## src/rtl/seq_compare_param.sv

```systemverilog
// Bit-serial unsigned/two's-complement magnitude comparator with slice-loaded operands.
// Define SEQ_COMPARE_EARLY_EXIT_EN for an MSB-first scan that stops at the first differing bit.
module seq_compare_param #(
  parameter int WIDTH = 8,
  parameter int NIB   = 4,
  parameter int SELW  = 1
) (
  input  logic            clk,
  input  logic            reset,
  input  logic [NIB-1:0]  s,
  input  logic [SELW-1:0] sel,
  input  logic            ld_a,
  input  logic            ld_b,
  input  logic            signed_mode,
  input  logic            start,
  output logic            busy,
  output logic            done,
  output logic            lt,
  output logic            gt,
  output logic            eq
);

  localparam int NSL = WIDTH / NIB;
  localparam int CW  = (WIDTH > 1) ? $clog2(WIDTH) : 1;
  localparam logic [CW-1:0] CNT_LAST = CW'(WIDTH - 1);

  typedef enum logic [1:0] {IDLE, RUN, DONE} state_t;

  state_t           state_q, state_d;
  logic [WIDTH-1:0] a_q, a_d, b_q, b_d;
  logic [CW-1:0]    cnt_q, cnt_d;
  logic             mode_q, mode_d;
  logic             rl_q, rl_d, rg_q, rg_d, re_q, re_d;
  logic             lt_q, lt_d, gt_q, gt_d, eq_q, eq_d;
  logic             busy_q, busy_d, done_q, done_d;
  logic             a_bit, b_bit, at_msb, bit_gt, bit_lt;

  // The MSB carries the sign in two's-complement mode, so its sense is inverted.
  always_comb begin
    a_bit  = a_q[cnt_q];
    b_bit  = b_q[cnt_q];
    at_msb = (cnt_q == CNT_LAST);
    bit_gt = a_bit & ~b_bit;
    bit_lt = ~a_bit & b_bit;
    if (mode_q && at_msb) begin
      bit_gt = ~a_bit & b_bit;
      bit_lt = a_bit & ~b_bit;
    end
  end

  // Next-state and datapath
  always_comb begin
    // NOTE: every signal gets a default first so no path leaves it unassigned (no latches).
    state_d = state_q;
    a_d     = a_q;
    b_d     = b_q;
    cnt_d   = cnt_q;
    mode_d  = mode_q;
    rl_d    = rl_q;
    rg_d    = rg_q;
    re_d    = re_q;
    case (state_q)
      IDLE: begin
        if (start) begin
          mode_d  = signed_mode;
          rl_d    = 1'b0;
          rg_d    = 1'b0;
          re_d    = 1'b1;
`ifdef SEQ_COMPARE_EARLY_EXIT_EN
          cnt_d   = CNT_LAST;
`else
          cnt_d   = '0;
`endif
          state_d = RUN;
        end else begin
          // An out-of-range sel matches no slice, so the load is dropped.
          for (int k = 0; k < NSL; k++) begin
            if (sel == SELW'(k)) begin
              if (ld_a) a_d[k*NIB +: NIB] = s;
              if (ld_b) b_d[k*NIB +: NIB] = s;
            end
          end
        end
      end
      RUN: begin
        if (bit_gt) begin
          rl_d = 1'b0;
          rg_d = 1'b1;
          re_d = 1'b0;
        end else if (bit_lt) begin
          rl_d = 1'b1;
          rg_d = 1'b0;
          re_d = 1'b0;
        end
`ifdef SEQ_COMPARE_EARLY_EXIT_EN
        if (bit_gt || bit_lt || cnt_q == '0) state_d = DONE;
        else                                 cnt_d   = cnt_q - 1'b1;
`else
        if (cnt_q == CNT_LAST) state_d = DONE;
        else                   cnt_d   = cnt_q + 1'b1;
`endif
      end
      DONE:    state_d = IDLE;
      default: state_d = IDLE;
    endcase
  end

  // Moore outputs, registered from the next state; results commit on DONE entry.
  always_comb begin
    busy_d = (state_d != IDLE);
    done_d = (state_d == DONE);
    lt_d   = lt_q;
    gt_d   = gt_q;
    eq_d   = eq_q;
    if (state_q == RUN && state_d == DONE) begin
      lt_d = rl_d;
      gt_d = rg_d;
      eq_d = re_d;
    end
  end

  always_ff @(posedge clk) begin
    if (reset) begin
      state_q <= IDLE;
      a_q     <= '0;
      b_q     <= '0;
      cnt_q   <= '0;
      mode_q  <= 1'b0;
      rl_q    <= 1'b0;
      rg_q    <= 1'b0;
      re_q    <= 1'b1;
      lt_q    <= 1'b0;
      gt_q    <= 1'b0;
      eq_q    <= 1'b1;
      busy_q  <= 1'b0;
      done_q  <= 1'b0;
    end else begin
      state_q <= state_d;
      a_q     <= a_d;
      b_q     <= b_d;
      cnt_q   <= cnt_d;
      mode_q  <= mode_d;
      rl_q    <= rl_d;
      rg_q    <= rg_d;
      re_q    <= re_d;
      lt_q    <= lt_d;
      gt_q    <= gt_d;
      eq_q    <= eq_d;
      busy_q  <= busy_d;
      done_q  <= done_d;
    end
  end

  assign busy = busy_q;
  assign done = done_q;
  assign lt   = lt_q;
  assign gt   = gt_q;
  assign eq   = eq_q;

endmodule

```

## config.mk

```make
export PLATFORM = sky130hd
export DESIGN_NAME = seq_compare_param
export DESIGN_NICKNAME = d
export VERILOG_FILES = /design/src/rtl/seq_compare_param.sv
export SDC_FILE = /design/constraint.sdc
export NUM_CORES = 1
export LEC_CHECK = 0
export CELL_PAD_IN_SITES_DETAIL_PLACEMENT = 1
export CELL_PAD_IN_SITES_GLOBAL_PLACEMENT = 2
export CORE_UTILIZATION = 30
export DETAILED_ROUTE_END_ITERATION = 7
export PLACE_DENSITY_LB_ADDON = 0.3
export SKIP_CTS_REPAIR_TIMING = 1
export SYNTH_ARGS = -nofsm -noshare
export SYNTH_HDL_FRONTEND = slang
export SYNTH_SLANG_ARGS = --single-unit
export TNS_END_PERCENT = 30
```

## constraint.sdc

```tcl
create_clock -name clk -period 1.9 [get_ports clk]
set_input_delay 0.38 -clock clk [delete_from_list [all_inputs] [get_ports clk]]
set_output_delay 0.38 -clock clk [all_outputs]
set_load 0.01 [all_outputs]
```

# After elaboration in Yosys (flattened, before gate mapping)
# Index checks and enable logic that the tools add are counted.
# op_classes
magnitude_cmp	1
bitwise_logic	6
addsub	1
n_eq_ne	5
muxes	24
reduce_logical	11
# ops
operator	count
$reduce_and 4->1	4
$mux 1	13
$bmux 1 s3	2
$mux 3	2
$pmux 1 s2	3
$pmux 3 s2	1
$lt 3x4->1 const B	1
$mux 2	2
$ne 2x2->1 const B	2
$not 1->1	4
$pmux 2 s2	1
$reduce_bool 2->1	2
$add 3x1->3 const B	1
$eq 3x3->1 const B	1
$reduce_and 3->1	1
$and 1x1->1	2
$eq 2x1->1 const B	1
$eq 2x2->1 const B	1
$logic_and 1x1->1	2
$logic_not 2->1	1
$reduce_and 2->1	1
# totals
register_bits	30
inputBits	11

# Logic depth before layout (Yosys ltp)
# Gate-level depths: netlist of the first run.
# depth
word_depth	8
ltp_mapped	6
depth_no_buf	6

# Least setup slack after synthesis of the first run
# Ideal clock, no wire load.
# synth_path
kind	flip-flop to flip-flop
startpoint	reg cnt_q[0]
endpoint	reg eq_q (netlist: eq)
setup_slack_ns	-0.060
required_ns	1.777
path_stages_with_launch	6
arrival_ns	1.837
cell_sequence	dfxtp_1 > buf_6 > mux4_1 > mux2_2 > xor2_2 > a311o_2
# synth_between
elab_chain_cells	8
word_cells_on_any_way	19
# synth_lines
element	line_no	source
start, declared	31	logic [CW-1:0] cnt_q, cnt_d;
start signal, assigned	141	cnt_q <= cnt_d;
$bmux 1 s3, on equally long branches	40, 41	
$mux 1, on equally long branches	40, 41	
$not 1->1, on equally long branches	n/a	
$and 1x1->1, on equally long branches	n/a	
$mux 1	45	if (mode_q && at_msb) begin
$mux 1	90	end else if (bit_lt) begin
$mux 1	86	if (bit_gt) begin
$pmux 1 s2	62	case (state_q)
end signal, assigned	148	eq_q <= eq_d;
end, declared	34	logic lt_q, lt_d, gt_q, gt_d, eq_q, eq_d;
# Parallel ways exist; a longest one is shown, timed or not. The select of a mux whose other input is x is not followed.
# A chain may end at the register's enable or synchronous reset.

# Worst setup path after layout of the first run
# layout_path
startpoint	reg cnt_q[0]
endpoint	reg rl_q
# layout_between
elab_chain_cells	8
word_cells_on_any_way	15
# layout_lines
element	line_no	source
$bmux 1 s3, on equally long branches	40, 41	
$mux 1, on equally long branches	40, 41	
$not 1->1, on equally long branches	n/a	
$and 1x1->1, on equally long branches	n/a	
$mux 1	45	
$mux 1	90	
$mux 1 *	86	
$pmux 1 s2 *	62	
end signal, assigned	143	rl_q <= rl_d;
end, declared	33	logic rl_q, rl_d, rg_q, rg_d, re_q, re_d;
# Every way passes the cells marked *; elsewhere a longest branch is shown, timed or not. The select of a mux whose other input is x is not followed.

==> results of run 1 <==
cell usage after synthesis, drive strengths merged (3+ instances only):
master / number
nor2: 21
o21ai: 10
a22oi: 3
nand3: 3
nor3: 4
dfxtp: 30
clkbuf: 5
mux2i: 10
a21oi: 11
mux4: 4
nand2: 16
path summary, 6_finish.rpt:
| check | end | cells after the start | slack [ns] |
|---|---|---|---|
| hold / removal | a_q[3] | 2 | 0.47 |
| hold reg to reg | a_q[3] | 2 | 0.47 |
| setup reg to reg | rl_q | 6 | -0.02 |
| setup / recovery | rl_q | 6 | -0.02 |
area by class of cell:
cell class	instances	area, µm²
clock buffers	5	68.8
multi-input cells	104	763
fillers	515	2580
flip-flops and latches	30	604
well taps	52	65.1
repair buffers	25	229
clock inverters	2	10.0
layer usage:
layer  track usage  wire length [µm]  vias to the layer above
met5             0                 0                        -
met4        0.0884                67                        0
met3        0.0380               128                        8
met2         0.250              1700                       20
met1         0.157              1370                      547
li1              -                 -                      554
through the flow:
step,power [mW],setup slack [ns],TNS (ns)
finish,1.28,-0.0153,-0.0153
floorplan,0.744,0.00306,0
global route,1.34,-0.102,-0.304
global placement,0.802,-0.0161,-0.0296
CTS,1.29,-0.0760,-0.230
detailed placement,0.805,-0.0718,-0.197
state kept, by name, summed over array words and instances, names as in the netlist, 2 cells and up:
| name | count |
|---|---|
| cnt_q | 3 |
| state_q | 2 |
| a_q | 8 |
| b_q | 8 |
power breakdown:
| group | internal, mW | total, mW | switching (mW) | leakage [nW] |
|---|---|---|---|---|
| clock | 0.245 | 0.484 | 0.239 | 0.0438 |
| sequential | 0.646 | 0.662 | 0.0158 | 0.244 |
| combinational | 0.0696 | 0.136 | 0.0666 | 0.390 |
critical path, delay by kind of cell, from the launching register on:
family          cells  cell delay (ns)
compound gates      2             0.26
mux                 2             0.83
buf+inv             1             0.15
flops               1             0.39
xor+xnor            1             0.17
cell families after synthesis:
logic type               count (synthesis)  share of synthesized area
multiplexers                            16                      0.178
adder cells (fa/ha/maj)                  2                     0.0185
XOR/XNOR                                 1                     0.0121
AND/OR/NAND/NOR                         52                      0.172
AO/OA/AOI/OAI                           33                      0.149
buffers and inverters                    7                     0.0250
flip-flops                              30                      0.445
cell usage in the layout, fill, tap and decap left out, types with 3 or more instances in the layout:
cell / instances
a21oi_1: 10
a22oi_1: 3
buf_4: 9
clkbuf_8: 5
clkdlybuf4s50_1: 15
dfxtp_1: 29
mux2i_1: 8
mux4_2: 4
nand2_1: 16
nand3_1: 3
nor2_1: 21
nor3_1: 4
o21ai_0: 8
==> results.cfg, run 1 <==
[run_status]
status = complete, but fails checks
failed_checks = negative setup slack

[setup_path]
worstPathRequired_ns = 2.07
crit_arrival_ns = 2.09
critPathCaptureType = flip-flop
worstReg2RegStart = cnt_q[0]
path_cells = mux4_2, mux2_4, xor2_4, buf_6, a31oi_4, o21ai_2
cp-start-kind = flip-flop
path_max_fanout = 5
crit_start = cnt_q[0]
critPathMaxStageDelay_ns = 0.51
crit_type = flip-flop to flip-flop
critPathSlowestCell = mux4_2

[clocking]
htreeDepth = 2
cts_tree = done
ctsRootBufferMaster = clkbuf_8
path_clk_slew_ns = 0.06
cts_sinks = 30
cts_inserted_buffers = 5
clock_path_buffers = 2
clk_latency_ns = 0.29

[routing]
viasPerCell = 5.18
num_vias = 1129
drtPass1Iterations = 3
ant_nets = 0
drt_iter0_drc = 29
drc = 0
wl_um = 3270
wl_per_cell_um = 15.0

[power]
leakagePower_nw = 0.678
p_per_area_nw_per_um2 = 736
ir_drop_mv = 0.285

[grt]
globalRouteTotalUtil = 0.145
grt_pass1_vias = 1132
grt_max_degree = 12
overflow = 0
antenna_found_initial = 0
grt_pass1_wl_um = 5310

[min_path]
min-delay-start = a_q[3]
hold_path_class = flip-flop to flip-flop

[synthesis]
synth_largest_area_cell = dfxtp_1
ys_seq_area_frac = 0.445
yosysWarnings = 0
synth_top_area_share = 0.445
synth_area_um2 = 1350
synth-seq-cells = 30
synth_edf_count = 0
async_flop_share = 0
netlist_instances = 141
synth_top_flop_cell = dfxtp_1
avgSynthCellArea_um2 = 9.57
synthTopCellsByArea = dfxtp_1, mux4_1, mux2i_1
synth_cell_type_count = 28
synth_nets = 154

[finish]
drive_gt1_frac = 0.217
fin_cells = 218
insertedDiodeCount = 0
utilization = 0.402
nNetsFinal = 179
area_growth_pct = 29.0
fin_area_um2 = 1740

[sta]
finalSetupViolCount = 1
worstMarginPinSlew_ns = 0.379
slew_violations = 0
fin_crit_sh = 1.01
rsz0062_at_grt = yes
slew_headroom = 0.746
fmax_mhz = 522
hold_viol_final = 0
skew_ns = 0.00444
holdWs_ns = 0.475
post-route-min-period_ns = 1.92
setup_slack_ns = -0.0153

[floorplanning]
fp.dieArea_um2 = 4770
core_area_um2 = 4320
start_util = 0.312
rows = 24
io_pins = 16
fp.dieH_um = 69.1
die-width_um = 69.1

[placement]
numPortBuffers = 15
hpwl_um = 2430
place_congestion = 0.762
postPlaceCellArea_um2 = 1610
dp.cells = 211

[job]
cap_violations = 0
(Power assumes the default switching activity.)
==> run 2: changes to the inputs <==
Settings changed: REMOVE_ABC_BUFFERS from default to 1, SLEW_MARGIN from default to 20.
==> results.cfg, run 2 (same netlist as run 1, synthesis figures left out) <==
[run_status]
status = complete, but fails checks
failed_checks = negative setup slack

[grt]
globalRouteTotalUtil = 0.150
grt_pass1_wl_um = 5590
grt_max_degree = 20
overflow = 0
grt_pass1_vias = 1152
antenna_found_initial = 0

[finish]
nNetsFinal = 177
drive_gt1_frac = 0.206
layout_commonest_cell = dfxtp_1
utilization = 0.398
area_growth_pct = 27.5
insertedDiodeCount = 0
top_regs = a_q x8, b_q x8, cnt_q x3
final_cell_mix = dfxtp_1, nor2_1, nand2_1, clkdlybuf4s50_1

[placement]
place_congestion = 0.743
numPortBuffers = 15
hpwl_um = 2530

[clocking]
ctsRootBufferMaster = clkbuf_8
htreeDepth = 2
cts_tree = done
clk_latency_ns = 0.28
path_clk_slew_ns = 0.07
clock_path_buffers = 2
cts_inserted_buffers = 5
cts_sinks = 30

[sta]
worstMarginPinSlew_ns = 0.312
slew_headroom = 0.791
setup_slack_ns = -0.0221
fmax_mhz = 520
finalSetupViolCount = 1
rsz0062_at_grt = yes
post-route-min-period_ns = 1.92
slew_violations = 0
holdWs_ns = 0.473
hold_viol_final = 0
skew_ns = 0.00801
fin_crit_sh = 1.01

[setup_path]
worstPathRequired_ns = 2.07
critPathSlowestCell = mux4_2
path_cells = mux4_2, mux2_4, xor2_4, a311o_2
crit_arrival_ns = 2.09
cp-start-kind = flip-flop
critPathBufInv = 0
crit_type = flip-flop to flip-flop
path_max_fanout = 6
critPathCaptureType = flip-flop
crit_family = multiplexers
critPathMaxStageDelay_ns = 0.51
rrSetupSlack_ns = -0.02

[power]
leakagePower_nw = 0.665
ir_drop_mv = 0.413
p_per_area_nw_per_um2 = 768

[routing]
num_vias = 1123
viasPerCell = 5.18
drc = 0
drt_iter0_drc = 31
wl_per_cell_um = 15.5
ant_nets = 0
wl_um = 3370
drtPass1Iterations = 4

[floorplanning]
fp.dieH_um = 69.1
core_area_um2 = 4320
die-width_um = 69.1
rows = 24
fp.dieArea_um2 = 4770
start_util = 0.312
io_pins = 16

[min_path]
hold_path_class = flip-flop to flip-flop

[job]
cap_violations = 0
[run 2: cell count changes in the layout (fill, tap and decap cells not counted), sizes merged]
cell	before	now
buf	10	8
clkbuf	5	7
clkinv	2	1
[run 2: through the flow]
step / worst slack, ns / cells / TNS, ns / power, mW / instance area (µm²)
2_1_floorplan: -0.0910 / 134 / -0.135 / 0.727 / 1320
3_3_place_gp: -0.0952 / 208 / -0.271 / 0.794 / 1580
3_5_place_dp: -0.176 / 208 / -0.772 / 0.800 / 1580
4_1_cts: -0.207 / 216 / -0.945 / 1.34 / 1670
5_1_grt: -0.131 / 217 / -0.310 / 1.38 / 1720
6_report: -0.0221 / 217 / -0.0221 / 1.32 / 1720
[run 2: final cells by class]
class                           instances  area [µm²]
Timing Repair Buffer                   23         210
Clock buffer                            7        86.3
Clock inverter                          1        5.00
Multi-Input combinational cell        104         747
Fill cell                             502        2610
Tap cell                               52        65.1
Sequential cell                        30         606
[run 2: layer usage]
layer,wire [µm],vias up,part of all wire,track usage
li1,-,549,-,-
met1,1420,539,0.42,0.172
met2,1760,28,0.52,0.266
met3,139,7,0.041,0.0395
met4,51,0,0.015,0.0544
met5,0,-,0,0
[run 2: worst paths after layout]
kind,start,to,cells after the start
hold / removal,mode_q,mode_q,2
hold reg to reg,mode_q,mode_q,2
setup reg to reg,cnt_q[0],eq,4
setup / recovery,cnt_q[0],eq,4
[run 2: report_power, final]
group          internal [mW]  leakage [nW]  switching [mW]
clock                  0.292        0.0482           0.234
combinational         0.0668         0.372          0.0652
sequential             0.646         0.245          0.0158
total                   1.00         0.665           0.315
[run 2: worst min-delay path, stage by stage, from the launching register on]
cell	delay, ns
dfxtp_1	0.32
nand2_1	0.06
a21oi_1	0.05
==> run 3: changes to the inputs <==
Settings changed: REMOVE_ABC_BUFFERS 1 to default.
==> results of run 3 <==
Same layout as run 1: the final DEF is identical, and so are final timing and power.
